===== config.mk =====
export PLATFORM = sky130hd
export DESIGN_NAME = multibyte_addsub_seq
export DESIGN_NICKNAME = d
export VERILOG_FILES = /design/src/rtl/multibyte_addsub_seq_pkg.sv /design/src/rtl/multibyte_addsub_seq_byte_addsub_slice.sv /design/src/rtl/multibyte_addsub_seq.sv
export SDC_FILE = /design/constraint.sdc
export NUM_CORES = 1
export LEC_CHECK = 0
export CAP_MARGIN = 10
export CORE_MARGIN = 2
export CORE_UTILIZATION = 40
export CTS_CLUSTER_DIAMETER = 150
export DETAILED_ROUTE_END_ITERATION = 10
export PLACE_DENSITY = 0.66
export REMOVE_ABC_BUFFERS = 1
export SLEW_MARGIN = 20
export SYNTH_ARGS = -nofsm -noshare
export SYNTH_HDL_FRONTEND = slang
export SYNTH_SLANG_ARGS = --single-unit
export TNS_END_PERCENT = 50

===== constraint.sdc =====
create_clock -name clk -period 7.72 [get_ports clk]
set_clock_uncertainty 0.2 [all_clocks]
set_input_delay 2.316 -clock clk [delete_from_list [all_inputs] [get_ports clk]]
set_output_delay 2.316 -clock clk [all_outputs]
set_load 0.05 [all_outputs]

===== src/rtl/multibyte_addsub_seq_pkg.sv =====
// Shared constants for the multi-byte add/subtract sequencer and its 8-bit slice.
package multibyte_addsub_seq_pkg;

  localparam int BYTE_W = 8;

  localparam logic [1:0] IDLE = 2'b00;
  localparam logic [1:0] RUN  = 2'b01;
  localparam logic [1:0] DONE = 2'b10;

  localparam logic MODE_ADD = 1'b0;
  localparam logic MODE_SUB = 1'b1;

  // Signed overflow: carry into the sign bit differs from carry out of it.
  function automatic logic signed_ovf(input logic c6, input logic c7);
    return c6 ^ c7;
  endfunction

endpackage


===== src/rtl/multibyte_addsub_seq_byte_addsub_slice.sv =====
// Combinational 8-bit carry-lookahead add/subtract slice; b is inverted in subtract mode,
// the carry-in (1 for the first subtract byte) comes from the sequencer.
module byte_addsub_slice
  import multibyte_addsub_seq_pkg::*;
(
  input  logic              ci,
  input  logic              m,
  input  logic [BYTE_W-1:0] a,
  input  logic [BYTE_W-1:0] b,
  output logic [BYTE_W-1:0] s,
  output logic              c6,
  output logic              c7
);

  logic [BYTE_W-1:0] bx_s;
  logic [BYTE_W-1:0] g_s;
  logic [BYTE_W-1:0] p_s;
  logic [BYTE_W:0]   c_s;

  // Generate/propagate terms and sum-of-products lookahead carries for every bit.
  always_comb begin
    logic acc_v;
    logic term_v;
    bx_s   = b ^ {BYTE_W{m}};
    g_s    = a & bx_s;
    p_s    = a ^ bx_s;
    c_s    = {(BYTE_W+1){1'b0}};
    c_s[0] = ci;
    acc_v  = 1'b0;
    term_v = 1'b0;
    for (int i = 0; i < BYTE_W; i++) begin
      term_v = ci;
      for (int j = 0; j <= i; j++) begin
        term_v = term_v & p_s[j];
      end
      acc_v = term_v;
      for (int j = 0; j <= i; j++) begin
        term_v = g_s[j];
        for (int k = j + 1; k <= i; k++) begin
          term_v = term_v & p_s[k];
        end
        acc_v = acc_v | term_v;
      end
      c_s[i+1] = acc_v;
    end
  end

  assign s  = p_s ^ c_s[BYTE_W-1:0];
  assign c6 = c_s[BYTE_W-1];
  assign c7 = c_s[BYTE_W];

endmodule


===== src/rtl/multibyte_addsub_seq.sv =====
// NBYTES-wide add/subtract built by stepping one 8-bit slice over the operands,
// LSB byte first, with the inter-byte carry held in a register.
module multibyte_addsub_seq
  import multibyte_addsub_seq_pkg::*;
#(
  parameter int NBYTES = 4
) (
  input  logic                   clk,
  input  logic                   rst,
  input  logic                   start,
  input  logic                   m,
  input  logic [8*NBYTES-1:0]    a,
  input  logic [8*NBYTES-1:0]    b,
  output logic                   busy,
  output logic                   done,
  output logic [8*NBYTES-1:0]    result,
  output logic                   ovf,
  output logic                   cout
);

  localparam int W    = BYTE_W * NBYTES;
  localparam int IDXW = (NBYTES > 1) ? $clog2(NBYTES) : 1;

  logic [1:0]        state_r;
  logic [IDXW-1:0]   idx_r;
  logic              carry_r;
  logic              m_r;
  logic [W-1:0]      a_r;
  logic [W-1:0]      b_r;
  logic [W-1:0]      result_r;
  logic              busy_r;
  logic              done_r;
  logic              ovf_r;
  logic              cout_r;

  logic [BYTE_W-1:0] a_byte_s;
  logic [BYTE_W-1:0] b_byte_s;
  logic [BYTE_W-1:0] sum_s;
  logic              c6_s;
  logic              c7_s;
  logic              last_s;

  assign a_byte_s = a_r[idx_r*BYTE_W +: BYTE_W];
  assign b_byte_s = b_r[idx_r*BYTE_W +: BYTE_W];
  assign last_s   = (idx_r == IDXW'(NBYTES - 1));

  byte_addsub_slice u_slice (
    .ci (carry_r),
    .m  (m_r),
    .a  (a_byte_s),
    .b  (b_byte_s),
    .s  (sum_s),
    .c6 (c6_s),
    .c7 (c7_s)
  );

  // Sequencer: accept, one byte per RUN cycle, single-cycle DONE pulse.
  always_ff @(posedge clk) begin
    if (rst) begin
      state_r  <= IDLE;
      idx_r    <= {IDXW{1'b0}};
      carry_r  <= 1'b0;
      m_r      <= MODE_ADD;
      a_r      <= {W{1'b0}};
      b_r      <= {W{1'b0}};
      result_r <= {W{1'b0}};
      busy_r   <= 1'b0;
      done_r   <= 1'b0;
      ovf_r    <= 1'b0;
      cout_r   <= 1'b0;
    end else begin
      case (state_r)
        IDLE: begin
          if (start) begin
            a_r     <= a;
            b_r     <= b;
            m_r     <= m;
            idx_r   <= {IDXW{1'b0}};
            carry_r <= m;
            busy_r  <= 1'b1;
            state_r <= RUN;
          end
        end
        RUN: begin
          result_r[idx_r*BYTE_W +: BYTE_W] <= sum_s;
          carry_r <= c7_s;
          if (last_s) begin
            ovf_r   <= signed_ovf(c6_s, c7_s);
            cout_r  <= c7_s;
            busy_r  <= 1'b0;
            done_r  <= 1'b1;
            state_r <= DONE;
          end else begin
            idx_r <= idx_r + IDXW'(1);
          end
        end
        DONE: begin
          done_r  <= 1'b0;
          state_r <= IDLE;
        end
        default: begin
          busy_r  <= 1'b0;
          done_r  <= 1'b0;
          state_r <= IDLE;
        end
      endcase
    end
  end

  assign busy   = busy_r;
  assign done   = done_r;
  assign result = result_r;
  assign ovf    = ovf_r;
  assign cout   = cout_r;

endmodule


==> results.sh <==
export IMPL_cp_required_ps=5200
export IMPL_htree_levels=3
export IMPL_rsz0062_at_grt="no"
export IMPL_fp_dieH_um=111
export IMPL_areaGrowthSynthToFinish_pct=31.2
export IMPL_cts_tree="done"
export IMPL_timing_hold_ws_ps=252
export IMPL_ys_warnings_count=0
export IMPL_post_cts_buffers=0
export IMPL_clk_pin_slew_ps=70
export IMPL_fin_crit_sh_pct=52.6
export IMPL_netlist_instances=516
export IMPL_cts_root_buf="clkbuf_16"
export IMPL_powerDensity_nw_per_um2=217
export IMPL_grtUsageTotal_pct=16.8
export IMPL_power_switching_uw=331
export IMPL_fin_crit_ps=4060
export IMPL_synth_most_common_cell="nand2_1"
export IMPL_cts_resized=0
export IMPL_hp_class="reg2reg"
export IMPL_pin_count=104
export IMPL_cts_buffers=9
export IMPL_dieArea_um2=12400
export IMPL_finalSetupViolations=0
export IMPL_coreArea_um2=11300
export IMPL_num_nets_final=683
export IMPL_cts_sinks=106
export IMPL_drive_gt1_share_pct=7.62
export IMPL_relSlewSlack_pct=43.8
export IMPL_synth_edf_count=0
export IMPL_crit_path_end_kind="output pin"
export IMPL_fill_cells=1076
export IMPL_critPathLaunchType="flop"
export IMPL_final_max_slew_violation_count=0
export IMPL_synth_top_cell_area_share_pct=45.9
export IMPL_maxCapViolCount=0
export IMPL_yosys_area_top_type="dfxtp_1"
export IMPL_routed_wl_um=10600
export IMPL_vdd_drop_max_mv=0.121
export IMPL_gr_total_overflow=0
export IMPL_power_frac_seq_pct=45.0
export IMPL_crit_buf_inv=1
export IMPL_fmax_ghz=0.246
export IMPL_worstSetupPathType="reg2out"
export IMPL_synth_common_cells="137 x nand2_1, 106 x dfxtp_1, 72 x a21oi_1, 38 x nor2_1, 26 x a22oi_1"
export IMPL_max_stage_delay_ps=820
export IMPL_hold_viol_final=0
export IMPL_grt_max_degree=112
export IMPL_clkLatencyLatePin_ps=340
export IMPL_crit_chain="clkdlybuf4s50_1"
export IMPL_grt_pass1_vias=3743
export IMPL_ant_nets=0
export IMPL_grt_pass1_wl_um=17300
export IMPL_antenna_found_initial=0
export IMPL_post_place_ws_ps=3100
export IMPL_wire_per_inst_um=14.2
export IMPL_async_flop_share_pct=0
export IMPL_ys_seq_elements=106
export IMPL_synth_distinct_cells=44
export IMPL_dp_hpwl_um=7310
export IMPL_arrival_ps=1540
export IMPL_rrSetupSlack_ps=3980
export IMPL_critical_path_max_fanout=2
export IMPL_avgSynthCellArea_um2=8.95
export IMPL_setup_slack_ps=3660
export IMPL_num_rows=39
export IMPL_syn_area_um2=4620
export IMPL_crit_slowest_cell="clkdlybuf4s50_1"
export IMPL_port_buffers=103
export IMPL_leakage_uw=0.00226
export IMPL_drt_iter0_markers=206
export IMPL_num_antenna_cells=0
export IMPL_tightest_slew_ps=843
export IMPL_cpLargestDelayFamily="buffers and inverters"
export IMPL_status="finished, final reports clean"
export IMPL_clockPowerShare_pct=39.9
export IMPL_num_vias=3870
export IMPL_drc=0
export IMPL_via_per_inst=5.18
export IMPL_start_util_pct=40.8
export IMPL_synth_seq_area_share_pct=45.9
export IMPL_swShare_pct=25.2
export IMPL_drt_pass1_iterations=4
export IMPL_tns_ps=0
export IMPL_p_comb_share_pct=15.1
export IMPL_die_w_um=111
export IMPL_gp_congestion=0.822
export IMPL_synthTopCellsByArea="dfxtp_1 46%, nand2_1 11%, a21oi_1 7.8%"
export IMPL_internal_power_uw=982
export IMPL_ctsHoldBuffers=0
export IMPL_clockBufferDepth=2
export IMPL_ys_flop_type="dfxtp_1"
through the flow:
stage               total power, uW  area [um^2]  instances  util [%]
floorplan                       718         4470        483         -
global placement                797         5690        730      50.2
detailed placement              801         5690        730      50.2
CTS                            1320         6030        746      53.3
global route                   1370         6060        747      53.5
finish                         1310         6060        747      53.5
power groups by stage:
stage                     Clock [uW]  Sequential (uW)  Combinational, uW
final                            523              591                199
after global routing             552              595                219
after CTS                        532              592                198
after detailed placement           0              604                197
after global placement             0              603                194
after floorplan                    0              611                108
registers in the layout, indices dropped and copies added (netlist names):
signal / count
done: 1
result: 32
ovf: 1
busy: 1
state_r: 2
a_r: 32
idx_r: 2
b_r: 32
m_r: 1
cout: 1
carry_r: 1
cell families (layout without fill, tap and decap cells):
| logic type | count (synthesis) | after routing | share of synthesized area [%] |
|---|---|---|---|
| fa+ha+maj | 16 | 16 | 4.50 |
| xor+xnor | 12 | 12 | 2.28 |
| buf+inv | 36 | 124 | 3.58 |
| flops | 106 | 106 | 45.9 |
| simple gates | 208 | 208 | 20.3 |
| mux | 17 | 17 | 8.02 |
| compound gates | 121 | 121 | 15.4 |
path summary, 6_finish.rpt:
path	depth (start not counted)	end	start
setup reg to reg	9	result[30]	idx_r[0]
hold / removal	2	a_r[9]	a_r[9]
hold reg to reg	2	a_r[9]	a_r[9]
setup / recovery	1	result[21]	result[21]
area by class of cell:
type	count	area, um^2	area share [%]
Sequential cell	106	2120	35.0
Inverter	3	11.3	0.186
Multi-Input combinational cell	374	2340	38.6
Clock inverter	7	124	2.04
Tap cell	143	179	2.95
Timing Repair Buffer	105	1060	17.4
Clock buffer	9	225	3.72
metal layers:
layer,wire length (um),up-vias,part of all wire [%],track usage [%]
li1,-,1947,-,-
met1,4790,1807,45,21.4
met2,5090,110,48,28.9
met3,610,6,5.8,4.14
met4,100,0,0.94,4.36
met5,0,-,0,0
placed cells by master (no fill, tap or decap), types with 2 or more instances in the layout:
cell type        instances
a21o_1                   2
a21oi_1                 72
a22oi_1                 26
a311oi_1                 3
buf_4                    2
bufinv_16                3
clkbuf_16                9
clkdlybuf4s50_1        102
dfxtp_1                105
ha_1                    15
inv_1                    3
inv_6                    2
mux4_2                  16
nand2_1                136
nand2_4                  3
nand2b_1                 4
nand3_1                  3
nand3b_1                 8
nor2_1                  38
nor2b_1                  2
nor3_1                   3
nor4b_4                  2
o21ai_0                  7
o21ai_1                  3
o31ai_1                  2
xor2_1                  11
tightest hold or removal path, cell delays in order (launching register included):
cell	delay, ps
dfxtp_1	310
nand2_1	50
a21oi_1	50
Note: power is estimated with default switching activity, not from simulation.
